<file path="config.mk">
export PLATFORM = sky130hd
export DESIGN_NAME = instr_fetch_unit
export DESIGN_NICKNAME = d
export VERILOG_FILES = /design/src/rtl/mips_pkg.sv /design/src/rtl/if_id_reg.sv /design/src/rtl/instr_fetch_unit.sv
export SDC_FILE = /design/constraint.sdc
export NUM_CORES = 1
export LEC_CHECK = 0
export BUFFER_PORTS_ARGS = -buffer_cell sky130_fd_sc_hd__buf_2
export CAP_MARGIN = 5
export CORE_MARGIN = 2
export CORE_UTILIZATION = 51
export DETAILED_ROUTE_END_ITERATION = 10
export PLACE_DENSITY_LB_ADDON = 0.3
export SKIP_LAST_GASP = 1
export SLEW_MARGIN = 15
export SYNTH_ARGS = -nofsm -noshare
export SYNTH_HDL_FRONTEND = slang
export SYNTH_SLANG_ARGS = --single-unit
</file>
<file path="constraint.sdc">
create_clock -name clk -period 5.5 [get_ports clk]
set_clock_uncertainty 0.1 [all_clocks]
set_input_delay 0.55 -clock clk [delete_from_list [all_inputs] [get_ports clk]]
set_output_delay 0.55 -clock clk [all_outputs]
set_load 0.1 [all_outputs]
</file>
<file path="src/rtl/mips_pkg.sv">
// mips_pkg: constants, next-PC select encoding and offset helper shared by the pipeline stages.
package mips_pkg;
   localparam logic [31:0] NOP_INSTR    = 32'h0000_0000;
   localparam logic [31:0] WORD_BYTES   = 32'd4;
   localparam logic [31:0] RESET_PC_DEF = 32'h0000_0000;
   typedef enum logic [2:0] {
      SEL_HOLD,
      SEL_JUMP,
      SEL_BRANCH,
      SEL_HALT,
      SEL_SEQ
   } npc_sel_e;
   function automatic logic [31:0] branch_offset(input logic [15:0] imm);
      return {{14{imm[15]}}, imm, 2'b00};
   endfunction
endpackage

</file>
<file path="src/rtl/if_id_reg.sv">
// if_id_reg: IF/ID pipeline register with hold, flush, bubble and load controls.
module if_id_reg
   import mips_pkg::*;
(
   input  logic        clk,
   input  logic        rst,
   input  logic        hold,
   input  logic        flush,
   input  logic        bubble,
   input  logic        load,
   input  logic [31:0] instr_in,
   input  logic [31:0] pc4_in,
   output logic [31:0] instr,
   output logic [31:0] pc4,
   output logic        valid
);
   // a bubble keeps pc4 so a later jump still sees the last fetched region
   always_ff @(posedge clk or posedge rst)
      if (rst) begin
         instr <= NOP_INSTR;
         pc4   <= '0;
         valid <= 1'b0;
      end else if (hold) begin
         instr <= instr;
      end else if (flush) begin
         instr <= NOP_INSTR;
         pc4   <= '0;
         valid <= 1'b0;
      end else if (bubble) begin
         instr <= NOP_INSTR;
         valid <= 1'b0;
      end else if (load) begin
         instr <= instr_in;
         pc4   <= pc4_in;
         valid <= 1'b1;
      end
endmodule

</file>
<file path="src/rtl/instr_fetch_unit.sv">
// instr_fetch_unit: PC register, next-PC selection, redirect targets, halt detection and fetch count.
module instr_fetch_unit
   import mips_pkg::*;
#(
   parameter int          IMEM_WORDS = 21,
   parameter logic [31:0] RESET_PC   = RESET_PC_DEF
) (
   input  logic        clk,
   input  logic        rst,
   input  logic        stall,
   input  logic        jump_req,
   input  logic [25:0] jump_index,
   input  logic        branch_req,
   input  logic [31:0] branch_base,
   input  logic [15:0] branch_imm,
   input  logic [31:0] imem_instr,
   output logic [31:0] imem_addr,
   output logic [31:0] if_id_instr,
   output logic [31:0] if_id_pc4,
   output logic        if_id_valid,
   output logic        halted,
   output logic [31:0] fetch_count
);
   logic [31:0] pc, pc4, pc_next, jump_tgt, branch_tgt;
   npc_sel_e    sel;
   assign imem_addr  = pc;
   assign pc4        = pc + WORD_BYTES;
   assign halted     = pc[31:2] >= 30'(IMEM_WORDS);
   assign jump_tgt   = {if_id_pc4[31:28], jump_index, 2'b00};
   assign branch_tgt = branch_base + branch_offset(branch_imm);
   always_comb
      sel = stall ? SEL_HOLD : jump_req ? SEL_JUMP : branch_req ? SEL_BRANCH :
            halted ? SEL_HALT : SEL_SEQ;
   always_comb
      pc_next = sel == SEL_JUMP ? jump_tgt : sel == SEL_BRANCH ? branch_tgt :
                sel == SEL_SEQ ? pc4 : pc;
   always_ff @(posedge clk or posedge rst)
      if (rst) begin
         pc          <= RESET_PC;
         fetch_count <= '0;
      end else begin
         pc          <= pc_next;
         fetch_count <= fetch_count + {31'd0, sel == SEL_SEQ};
      end
   if_id_reg u_if_id (
      .clk      (clk),
      .rst      (rst),
      .hold     (sel == SEL_HOLD),
      .flush    (sel == SEL_JUMP || sel == SEL_BRANCH),
      .bubble   (sel == SEL_HALT),
      .load     (sel == SEL_SEQ),
      .instr_in (imem_instr),
      .pc4_in   (pc4),
      .instr    (if_id_instr),
      .pc4      (if_id_pc4),
      .valid    (if_id_valid)
   );
endmodule

</file>
**Word-level counts from Yosys, hierarchy flattened**

Index checks and enable logic that the tools add are counted.

- Bits of input ports: 111
- Word-level logic and storage cells: 37
- Output and inout port bits: 130
- Bits in registers: 129

- Equal/unequal tests: 5
- Mux-type cells: 15
- Order comparisons: 1
- Add/subtract/negate cells: 3
- Reductions and logical operators: 7
- Bitwise logic cells: 1

Operators with widths:

| kind | count |
|---|---|
| 32-bit 2-to-1 mux | 8 |
| 32-bit by 1-bit adder with 32-bit output | 1 |
| 32-bit by 3-bit adder with 32-bit output (second input constant) | 1 |
| 32-bit adder | 1 |
| 30-bit by 5-bit greater-or-equal comparator with 1-bit output (second input constant) | 1 |
| 3-bit 2-to-1 mux | 4 |
| 3-bit by 2-bit == test with 1-bit output (second input constant) | 2 |
| 3-bit nonzero test | 2 |
| 3-bit by 1-bit == test with 1-bit output (second input constant) | 1 |
| 3-bit == test (second input constant) | 1 |
| 3-bit logical NOT | 1 |
| 1-bit 2-to-1 mux | 3 |
| 3-bit AND reduction | 1 |
| 2-bit by 1-bit != test with 1-bit output (second input constant) | 1 |
| 2-bit AND reduction | 1 |
| 2-bit nonzero test | 1 |
| 1-bit logical OR | 1 |
| 1-bit inverter | 1 |

**Logic depth before layout (Yosys ltp)**

Gate-level depths: netlist (run 1).

- Depth in word-level cells: 9
- Gate-level depth with buffers: 15
- Gate-level depth less buffers: 14

**Modules after synthesis**

Synthesis (run 1) repeated with hierarchy kept, for this count alone.

- Cell total of the unflattened synthesis: 869
- Area total of the unflattened synthesis: 7978.9 um2

By module, submodules not included:

| module | area an instance (um2) | seq. area each (um2) | cells an instance | times used |
|---|---|---|---|---|
| instr_fetch_unit | 5132.4 | 1601.5 | 616 | 1 |
| if_id_reg | 2846.5 | 1626.6 | 253 | 1 |

**Worst setup path after synthesis (run 1)**

OpenSTA, ideal clock, no wires.

- Path type: flip-flop to flip-flop
- Start: register pc[3], in the netlist imem_addr[3]
- End: register fetch_count[26]
- Setup slack: 1.144 ns
- Period minus slack after synthesis: 4.356 ns
- Setup time: 0.159 ns
- Required time: 5.241 ns
- Path buffers: 1
- Arrival: 4.097 ns
- Stages on the path, launching flop included: 16
- Path through: dfrtp_1 > inv_1 > ha_1 > nor2b_1 > nor3_1 > nor4_4 > clkbuf_1 > ha_1 > ha_1 > nand3_1 > nor3_1 > and4_1 > nand4_1 > nor2_1 > nand2_1 > xnor2_1

- Word-level cells in the longest chain between the ends: 7

RTL lines:

| element | line | text |
|---|---|---|
| start, declared | instr_fetch_unit.sv:24 | `logic [31:0] pc, pc4, pc_next, jump_tgt, branch_tgt;` |
| start signal, assigned | instr_fetch_unit.sv:42 | `pc <= pc_next;` |
| 30-bit by 5-bit greater-or-equal comparator with 1-bit output | instr_fetch_unit.sv:28 | `assign halted = pc[31:2] >= 30'(IMEM_WORDS);` |
| 3-bit 2-to-1 mux | instr_fetch_unit.sv:33 | `halted ? SEL_HALT : SEL_SEQ;` |
| 3-bit 2-to-1 mux (3 in series) | instr_fetch_unit.sv:32 | `sel = stall ? SEL_HOLD : jump_req ? SEL_JUMP : branch_req ? SEL_BRANCH :` |
| 3-bit == test | instr_fetch_unit.sv:43 | `fetch_count <= fetch_count + {31'd0, sel == SEL_SEQ};` |
| 32-bit by 1-bit adder with 32-bit output | instr_fetch_unit.sv:43 |  |
| end signal, assigned | instr_fetch_unit.sv:43 |  |
| end, declared | instr_fetch_unit.sv:22 | `output logic [31:0] fetch_count` |

Every way passes these cells.
A chain may end at the register's enable or synchronous reset.

**Worst setup path after layout (run 1)**

- Start: register pc[27], in the netlist imem_addr[27]
- End: register fetch_count[30]

Same word-level chain as after synthesis.

==> summary.txt, run 1 <==
Run status
  – Status: finished clean

Setup path
  – WP buf/inv: 0
  – Crit path DAT: between 3 and 4 ns
  – End of the worst register-to-register path: fetch_count[30]
  – Reg2Reg Launch Point: imem_addr[27]
  – Worst setup EP type: flip-flop
  – CP startpoint kind: flip-flop
  – Critical path's top delay family: simple AND/OR/NAND/NOR gates
  – Crit Path Max Fanout: 4
  – Register-to-register setup slack: 1.73 ns
  – Crit path largest cell delay: 0.52 ns
  – Slowest cell on crit path: nor4_1
  – Crit Path Class: flip-flop to flip-flop
  – Crit path cell chain: nor4_1 -> nand4_1 -> nor4_4 -> ha_1 -> ha_1 -> nand3_1 -> nor3_1 -> and4_1 -> nand4_1 -> nor2_1 -> nand2_1 -> xnor2_1
  – Reg2reg path depth: 12
  – CP required: roughly 5.7 ns

Floorplan
  – Die W: 120.0 µm
  – CORE AREA: 13190 µm²
  – Starting density of the core: 51.98%
  – Die area: ~14000 µm²
  – Num ports: between 200 and 250
  – Die span in y: approximately 120 µm
  – Cell Rows: 42

CTS
  – TritonCTS Buffers: 17
  – TritonCTS clock tree: built
  – Worst skew pair latency: 0.41 ns
  – Clock sink count: 129
  – Clock buffer depth: 2
  – Clock root buffer: clkbuf_16
  – Cts repair resizes: 0
  – Total number of H-tree levels: 4
  – CTS clk-pin slew, worst paths: approximately 0.06 ns
  – Hold buffers post-CTS: 0
  – # Post-CTS Setup Buffers: 0

Power
  – Pwr Total: approximately 3 mW
  – Max rail drop VDD: 0.2229 mV
  – Pwr dens: 342.6 nW/µm²
  – Pleak: 4.603 nW

Placed design
  – Port-buffer cells: between 200 and 250
  – Placed inst area: a little over 8000 µm²
  – DP Wirelength: 14.31 mm
  – Gpl congestion: 0.9517

Timing
  – Final hold violations: 0
  – Top achievable clock speed: roughly 270 MHz
  – Worst-Margin Slew: ~1.1 ns
  – Tcrit/Tclk final: between 60 and 70%
  – Final setup TNS: 0 ns
  – Unrepaired setup endpoints after global routing: false
  – Setup-failing EPs final: 0
  – Relative slew slack: about a quarter
  – Tmin final: roughly 3.8 ns
  – Fin. max-slew vios: 0

Synth
  – Yosys cell types: 54
  – Asr flop ratio synth: between 90% and 100%
  – Primary FF master, synth: dfrtp_1
  – Sequential-to-total area share from yosys stat: 47.08%
  – Yosys reg bits: between 100 and 150
  – Syn_area_per_cell: 9.995 µm²
  – Syn_nets: roughly 830
  – Mapped Cells: 686
  – Ys Warns: 0
  – Post-synth EDFFs: 0
  – Post-Syn Area: 6857 µm²

Global route
  – Initial antenna violation count: 0
  – Gr ovfl total: 0
  – Pin count of the biggest net entering global routing: 76
  – Number of global-route vias before repair: approximately 6000
  – Gr usage total: between 20 and 30%
  – First-pass GRT wire length: approximately 31 mm

Detailed routing
  – Vias: around 6300
  – WL final: between 15 and 20 mm
  – DRC viols: 0
  – DR iter-0 viols: 411
  – Avg Vias per Cell: 5.686
  – Drt pass-1 iters: 5
  – Avg WL per Cell: 17.79 µm
  – Post-route ant nets: 0

Cells and area
  – Share of layout cells above drive strength 1: between 30% and 40%
  – Nets: about 1100
  – Final instance area: 8818 µm²
  – Area growth syn-to-layout: 28.61%
  – # diodes: 0

Hold path
  – HP Class: input pin to asynchronous set/reset pin

Job
  – Max-cap violations: 0
==> how the worst max path moves through the flow <==
stage	start	end	slack [ns]	cells after the start
floorplan	imem_addr[3]	fetch_count[26]	1.14	15
global placement	branch_base[2]	imem_addr[30]	1.79	12
detailed placement	stall	fetch_count[26]	1.73	12
CTS	imem_addr[27]	fetch_count[30]	1.79	12
global route	imem_addr[27]	fetch_count[30]	1.56	12
finish	imem_addr[27]	fetch_count[30]	1.73	12
==> layout by cell type (no fill, tap or decap), types with 4 or more instances in the layout <==
cell type	Yosys	final
a211oi_1	5	5
nand4_1	11	11
dfrtp_1	129	129
a21o_1	13	13
a22o_1	32	32
clkbuf_8	0	4
and3_1	9	9
buf_4	0	4
xor2_1	22	22
and2_1	26	26
nand2b_1	5	5
inv_1	14	13
clkbuf_16	0	17
nand2_1	55	55
o31ai_1	5	5
buf_2	5	240
xnor2_1	39	39
or3_1	8	8
nand3_1	32	32
ha_1	34	34
a221oi_1	4	4
and4_1	5	5
o21a_1	5	5
nor3_1	13	13
a31oi_1	5	5
o22ai_1	4	4
a21oi_1	39	39
o21ai_0	33	33
a22oi_1	12	12
o211ai_1	6	6
nor4_1	8	8
mux2i_1	5	5
nor2_1	44	43
==> worst reg2reg max path, delay by kind of cell (launching register included) <==
| family | cells | cell delay [ns] |
|---|---|---|
| XOR/XNOR | 1 | 0.13 |
| adder cells (fa/ha/maj) | 2 | 0.48 |
| flip-flops | 1 | 0.44 |
| AND/OR/NAND/NOR | 9 | 2.52 |
==> per-stage QoR <==
stage	setup slack [ns]	hold slack (ns)	cells	utilization, %
4_1_cts	1.788	0.2186	1106	66.86
6_report	1.728	0.1996	1106	66.86
3_3_place_gp	1.792	0.3486	1076	62.22
3_5_place_dp	1.733	0.3511	1076	62.22
2_1_floorplan	1.144	0.5471	686	-
5_1_grt	1.557	0.2408	1106	66.86
==> routing by layer <==
layer	track usage, %	routed length [µm]
met1	33.55	8171
met2	45.06	9400
met3	6.559	1387
met4	12.65	723
met5	0	0
==> cell usage after synthesis, drive strengths merged, types with 11 or more instances <==
library cell | n | area, µm²
o21ai | 34 | 170.2
and2 | 26 | 162.7
a22oi | 12 | 90.09
a21o | 13 | 97.59
nor2 | 44 | 165.2
nand2 | 55 | 206.5
nor3 | 13 | 65.06
inv | 14 | 52.55
nand4 | 11 | 68.82
ha | 34 | 425.4
a22o | 32 | 280.3
xnor2 | 39 | 341.6
nand3 | 32 | 160.2
xor2 | 22 | 192.7
a21oi | 39 | 195.2
dfrtp | 129 | 3228
clkbuf | 25 | 93.84
==> sequential cells by signal (all words and copies together) (netlist names) <==
signal	cells
fetch_count	32
imem_addr	32
u_if_id.instr	32
u_if_id.pc4	32
u_if_id.valid	1
==> layout make-up <==
| cell class | instances | area, µm² |
|---|---|---|
| clock buffer | 21 | 480.5 |
| clock inverter | 9 | 131.4 |
| fill | 1083 | 4372 |
| inverter | 14 | 55.05 |
| multi-input combinational | 513 | 3472 |
| sequential | 129 | 3228 |
| tap | 176 | 220.2 |
| timing repair buffer | 244 | 1231 |
==> power by group <==
part,internal (mW),switching (mW),total (mW)
logic,0.195,0.608,0.803
registers,0.996,0.0624,1.06
clock network,0.754,0.406,1.16
==> cell families after synthesis <==
kind of cell	count (synthesis)	synth area share, %
AND/OR/NAND/NOR	227	16.86
AO/OA/AOI/OAI	184	18.38
flip-flops	129	47.08
XOR/XNOR	61	7.792
buffers and inverters	44	2.500
adder cells (fa/ha/maj)	35	6.496
multiplexers	6	0.8942
No activity file was read; power rests on OpenSTA's default activity.
==> run 2: changes to the inputs <==
CORE_UTILIZATION = 46   (was 51)
clock period = 3.2 ns   (was 5.5 ns; I/O delays follow)
==> run 2 against run 1 <==
  * Sequential share of layout area decreased by 1.2 points
  * Cell count rose by 3.9%
  * Worst setup slack got worse by 1.6 ns
  * Power increased by 68%
  * Sequential cell count is the same
  * Count of clock-buffer cells in the layout fell by 2
  * Combinational power grew 79%
  * Worst hold slack lost 0.18 ns
  * Sequential power rose by 73%
  * Utilization shrank 3.5 points
  * Critical path type unchanged
==> summary.txt, run 2 (synthesized netlist as in run 1, its figures left out) <==
Floorplan
  – Die span in y: ~130 µm
  – Cell Rows: 44
  – CORE AREA: between 10000 and 15000 µm²
  – Starting density of the core: between 40 and 50%
  – Die W: between 100 and 150 µm
  – Num ports: roughly 240
  – Die area: about 16000 µm²

Setup path
  – Crit Path Max Fanout: 4
  – Slowest cell on crit path: dfrtp_2
  – Crit path largest cell delay: 0.44 ns
  – Critical path's top delay family: simple AND/OR/NAND/NOR gates
  – Crit path cell chain: nor4_4 -> nand4_1 -> nor4_4 -> ha_4 -> nand4_1 -> nor3_2 -> and4_1 -> and4_1 -> and4_4 -> nand3_1 -> xnor2_1
  – WP buf/inv: 0
  – Crit path DAT: approximately 3.3 ns
  – Worst setup EP type: flip-flop
  – CP required: between 3 and 4 ns
  – Crit Path Class: flip-flop to flip-flop
  – CP startpoint kind: flip-flop

CTS
  – TritonCTS Buffers: 17
  – Clock root buffer: clkbuf_16
  – CTS clk-pin slew, worst paths: approximately 0.06 ns
  – Clock sink count: around 130
  – Worst skew pair latency: between 0.4 and 0.5 ns
  – Clock buffer depth: 2
  – TritonCTS clock tree: built
  – Total number of H-tree levels: 4

Cells and area
  – Nets: 1098
  – # diodes: 0
  – Most common cell after layout, fill and taps aside: buf_2
  – Area growth syn-to-layout: 34.36%
  – Share of layout cells above drive strength 1: 36.58%
  – Final Util: roughly 63%
  – Most frequent cells in the layout: buf_2, dfrtp_1, nand2_1, nor2_1
  – Fillers: 1208

Power
  – Max rail drop VDD: between 0.3 and 0.4 mV
  – Pwr dens: 551.8 nW/µm²
  – Pleak: ~4.7 nW
  – Pwr Total: between 5 and 6 mW

Timing
  – Relative slew slack: roughly a third
  – Top achievable clock speed: approximately 330 MHz
  – Final hold violations: 0
  – Setup-failing EPs final: 0
  – Worst setup margin: 0.1490 ns
  – Tcrit/Tclk final: a little over nine tenths
  – Tmin final: slightly above 3 ns
  – Fin. max-slew vios: 0
  – Final setup TNS: 0 ns
  – Worst-Margin Slew: 0.9983 ns
  – Hold_ws: roughly 0.023 ns

Detailed routing
  – WL final: about 20 mm
  – Avg Vias per Cell: ~5.5
  – DR iter-0 viols: ~440
  – Post-route ant nets: 0
  – DRC viols: 0
  – Drt pass-1 iters: 4
  – Avg WL per Cell: about 17 µm
  – Vias: ~6300

Placed design
  – Pre-CTS setup slack: 0.07252 ns
  – Gpl congestion: 0.9235
  – Port-buffer cells: 240
  – DP Wirelength: 15.05 mm

Global route
  – Gr usage total: 24.91%
  – Pin count of the biggest net entering global routing: 53
  – Gr ovfl total: 0
  – First-pass GRT wire length: around 31 mm
  – Initial antenna violation count: 0
  – Number of global-route vias before repair: approximately 6200

Job
  – Max-cap violations: 0

Hold path
  – HP Class: input pin to flip-flop

Run status
  – Status: finished clean
run 2: repair_timing:
action,in CTS,in global routing
setup endpoints to repair,0,14
hold buffers,3,0
setup buffers,0,2
hold endpoints to repair,37,0
gates resized for setup,0,10
run 2: final timing paths:
kind,cells after the start,start,slack [ns],end
worst max-delay path,11,imem_addr[30],0.15,fetch_count[27]
worst min-delay path,2,imem_instr[7],0.02,u_if_id.instr[7]
worst max register to register,11,imem_addr[30],0.15,fetch_count[27]
worst min register to register,1,fetch_count[31],0.36,fetch_count[31]
max in group asynchronous,4,rst,1.74,imem_addr[2]
min in group asynchronous,3,rst,0.51,u_if_id.instr[16]
run 2: stage by stage:
stage	std cells	area, µm²
floorplan	686	6972
global placement	1111	8547
detailed placement	1111	8547
CTS	1146	9139
global route	1149	9213
finish	1149	9213
run 2: area by class of cell:
type | count | area, µm² | share of cell area, %
Tap cell | 184 | 230.2 | 2.499
Sequential cell | 129 | 3263 | 35.42
Inverter | 14 | 56.30 | 0.6112
Clock inverter | 13 | 128.9 | 1.399
Clock buffer | 19 | 432.9 | 4.699
Timing Repair Buffer | 276 | 1511 | 16.41
Multi-Input combinational cell | 514 | 3590 | 38.97
run 2: per-layer routing:
| layer | up-vias | track usage (%) | share of wire [%] |
|---|---|---|---|
| met3 | 25 | 6.585 | 7.3 |
| met5 | - | 0 | 0 |
| met4 | 0 | 8.145 | 1.9 |
| met1 | 2974 | 30.45 | 41 |
| li1 | 3041 | - | - |
| met2 | 259 | 42.98 | 50 |
run 2: report_power, final:
group          switching, mW  leakage, nW  internal [mW]
Combinational           1.06         2.75          0.375
Clock                  0.740        0.262           1.08
Sequential             0.102         1.71           1.72
==> run 3: changes to the inputs <==
PLACE_DENSITY = 0.78   (was not set)
PLACE_DENSITY_LB_ADDON = not set   (was 0.3)
==> run 3 against run 2 <==
  * Cell area fell by 0.46%
  * The flow now finishes with violations (negative hold slack)
  * Power fell by 1.2%
  * Sequential share of layout area rose by 0.16 points
  * Largest power group unchanged
  * First-iteration DRC count rose by 3.2%
==> summary.txt, run 3 (synthesized netlist as in run 1, its figures left out) <==
Setup path
  – Crit path largest cell delay: approximately 0.4 ns
  – CP required: roughly 3.4 ns
  – WP buf/inv: 3
  – Reg2reg path depth: 14
  – Reg2Reg Launch Point: imem_addr[27]
  – Crit path cell chain: nor4_2 -> nand4_1 -> nor4_4 -> buf_4 -> ha_4 -> buf_12 -> ha_4 -> nand3_4 -> nor3_4 -> and4_1 -> nand4_1 -> buf_4 -> nor2_1 -> xor2_1
  – Crit Path Max Fanout: 3
  – Crit Path Class: flip-flop to flip-flop
  – Worst setup EP type: flip-flop
  – Critical path's top delay family: simple AND/OR/NAND/NOR gates
  – Register-to-register setup slack: 0.07 ns
  – Crit path DAT: 3.37 ns
  – CP startpoint kind: flip-flop
  – End of the worst register-to-register path: fetch_count[24]
  – Slowest cell on crit path: dfrtp_2

Cells and area
  – # diodes: 0
  – Final non-filler cell total: between 1000 and 1500
  – Most frequent cells in the layout: buf_2, dfrtp_1, nand2_1, nor2_1
  – Area growth syn-to-layout: 33.74%
  – Fillers: roughly 1200
  – Share of layout cells above drive strength 1: a little under two fifths
  – Most common cell after layout, fill and taps aside: buf_2
  – Nets: about 1100

Detailed routing
  – DR iter-0 viols: roughly 460
  – Avg Vias per Cell: 5.676
  – Drt pass-1 iters: 5
  – Post-route ant nets: 0
  – WL final: just over 20 mm
  – Vias: 6510
  – Avg WL per Cell: between 15 and 20 µm
  – DRC viols: 0

Timing
  – Worst-Margin Slew: between 0.7 and 0.8 ns
  – Unrepaired setup endpoints after global routing: true
  – Final hold violations: 14
  – Tcrit/Tclk final: ~98%
  – Relative slew slack: between 40% and 50%
  – Hold_ws: -0.02177 ns
  – Tmin final: between 3 and 4 ns
  – Fin. max-slew vios: 0
  – Top achievable clock speed: between 300 and 400 MHz
  – Setup-failing EPs final: 0
  – Worst setup margin: between 0.06 and 0.07 ns

Global route
  – Gr usage total: around 25%
  – First-pass GRT wire length: between 30 and 40 mm
  – Initial antenna violation count: 0
  – Number of global-route vias before repair: between 5000 and 6000
  – Gr ovfl total: 0
  – Pin count of the biggest net entering global routing: 130

CTS
  – Clock buffer depth: 2
  – TritonCTS Buffers: 17
  – Worst skew pair latency: approximately 0.42 ns
  – Clock sink count: ~130
  – CTS clk-pin slew, worst paths: ~0.06 ns
  – Clock root buffer: clkbuf_16
  – Total number of H-tree levels: 4
  – TritonCTS clock tree: built

Hold path
  – HP Class: input pin to asynchronous set/reset pin

Floorplan
  – Starting density of the core: between 40% and 50%
  – Die span in y: approximately 130 µm
  – Num ports: about 240
  – Die area: about 16000 µm²
  – CORE AREA: 14530 µm²
  – Die W: 126.1 µm
  – Cell Rows: 44

Placed design
  – Pre-CTS setup slack: 0.07691 ns
  – Gpl congestion: approximately 0.9
  – Placed Cells: ~1100
  – Port-buffer cells: 240
  – DP Wirelength: 14.98 mm

Run status
  – Status: finished, violations left
  – Violated checks: negative hold slack

Power
  – Max rail drop VDD: between 0.5 and 0.6 mV
  – Pleak: approximately 4.7 nW
  – Pwr Total: 5.022 mW
  – Pwr dens: about 550 nW/µm²

Job
  – Max-cap violations: 0
run 3: tightest hold or removal path, cell delays in order:
cell,delay (ns)
buf_2,0.11
clkinvlp_4,0.07
buf_12,0.48
run 3: final cells by class:
cell class | instances | area, µm² | area share, %
repair buffers | 276 | 1499 | 16.35
multi-input cells | 513 | 3588 | 39.13
inverters | 14 | 56.30 | 0.6140
clock inverters | 14 | 107.6 | 1.173
flip-flops and latches | 129 | 3263 | 35.58
well taps | 184 | 230.2 | 2.511
clock buffers | 17 | 425.4 | 4.639
run 3: timing repair:
item,4_1_cts,5_1_grt
setup endpoints to repair,0,11
buffers inserted,0,10
hold endpoints to repair,1,0
hold buffers,1,0
resized for setup,0,10
run 3: layer usage:
metal / track usage, % / wire, µm
met1: 32.88 / 8629
met2: 41.68 / 10020
met3: 6.669 / 1404
met4: 7.434 / 509
met5: 0 / 0
run 3: worst max path at each step:
stage                       start               to  slack (ns)  cells past startpoint
floorplan            imem_addr[7]  fetch_count[26]       -0.31                     13
global placement    imem_addr[27]  fetch_count[27]        0.12                     11
detailed placement  imem_addr[30]  fetch_count[31]        0.08                     11
CTS                 imem_addr[27]  fetch_count[26]        0.02                     12
global route        imem_addr[27]  fetch_count[24]       -0.08                     14
finish              imem_addr[27]  fetch_count[24]        0.07                     14
run 3: power by group:
group          total (mW)  internal, mW  switching, mW
registers            1.82          1.72         0.0962
logic                1.46         0.375           1.08
clock network        1.74         0.992          0.751
total                5.02          3.09           1.93
run 3: metrics by stage:
step | setup TNS, ns | cell area (µm²) | utilization (%)
2_1_floorplan | -1.953 | 6972 | -
3_5_place_dp | 0 | 8489 | 58.41
4_1_cts | 0 | 9032 | 62.15
3_3_place_gp | 0 | 8489 | 58.41
5_1_grt | -0.4586 | 9170 | 63.09
6_report | 0 | 9170 | 63.09
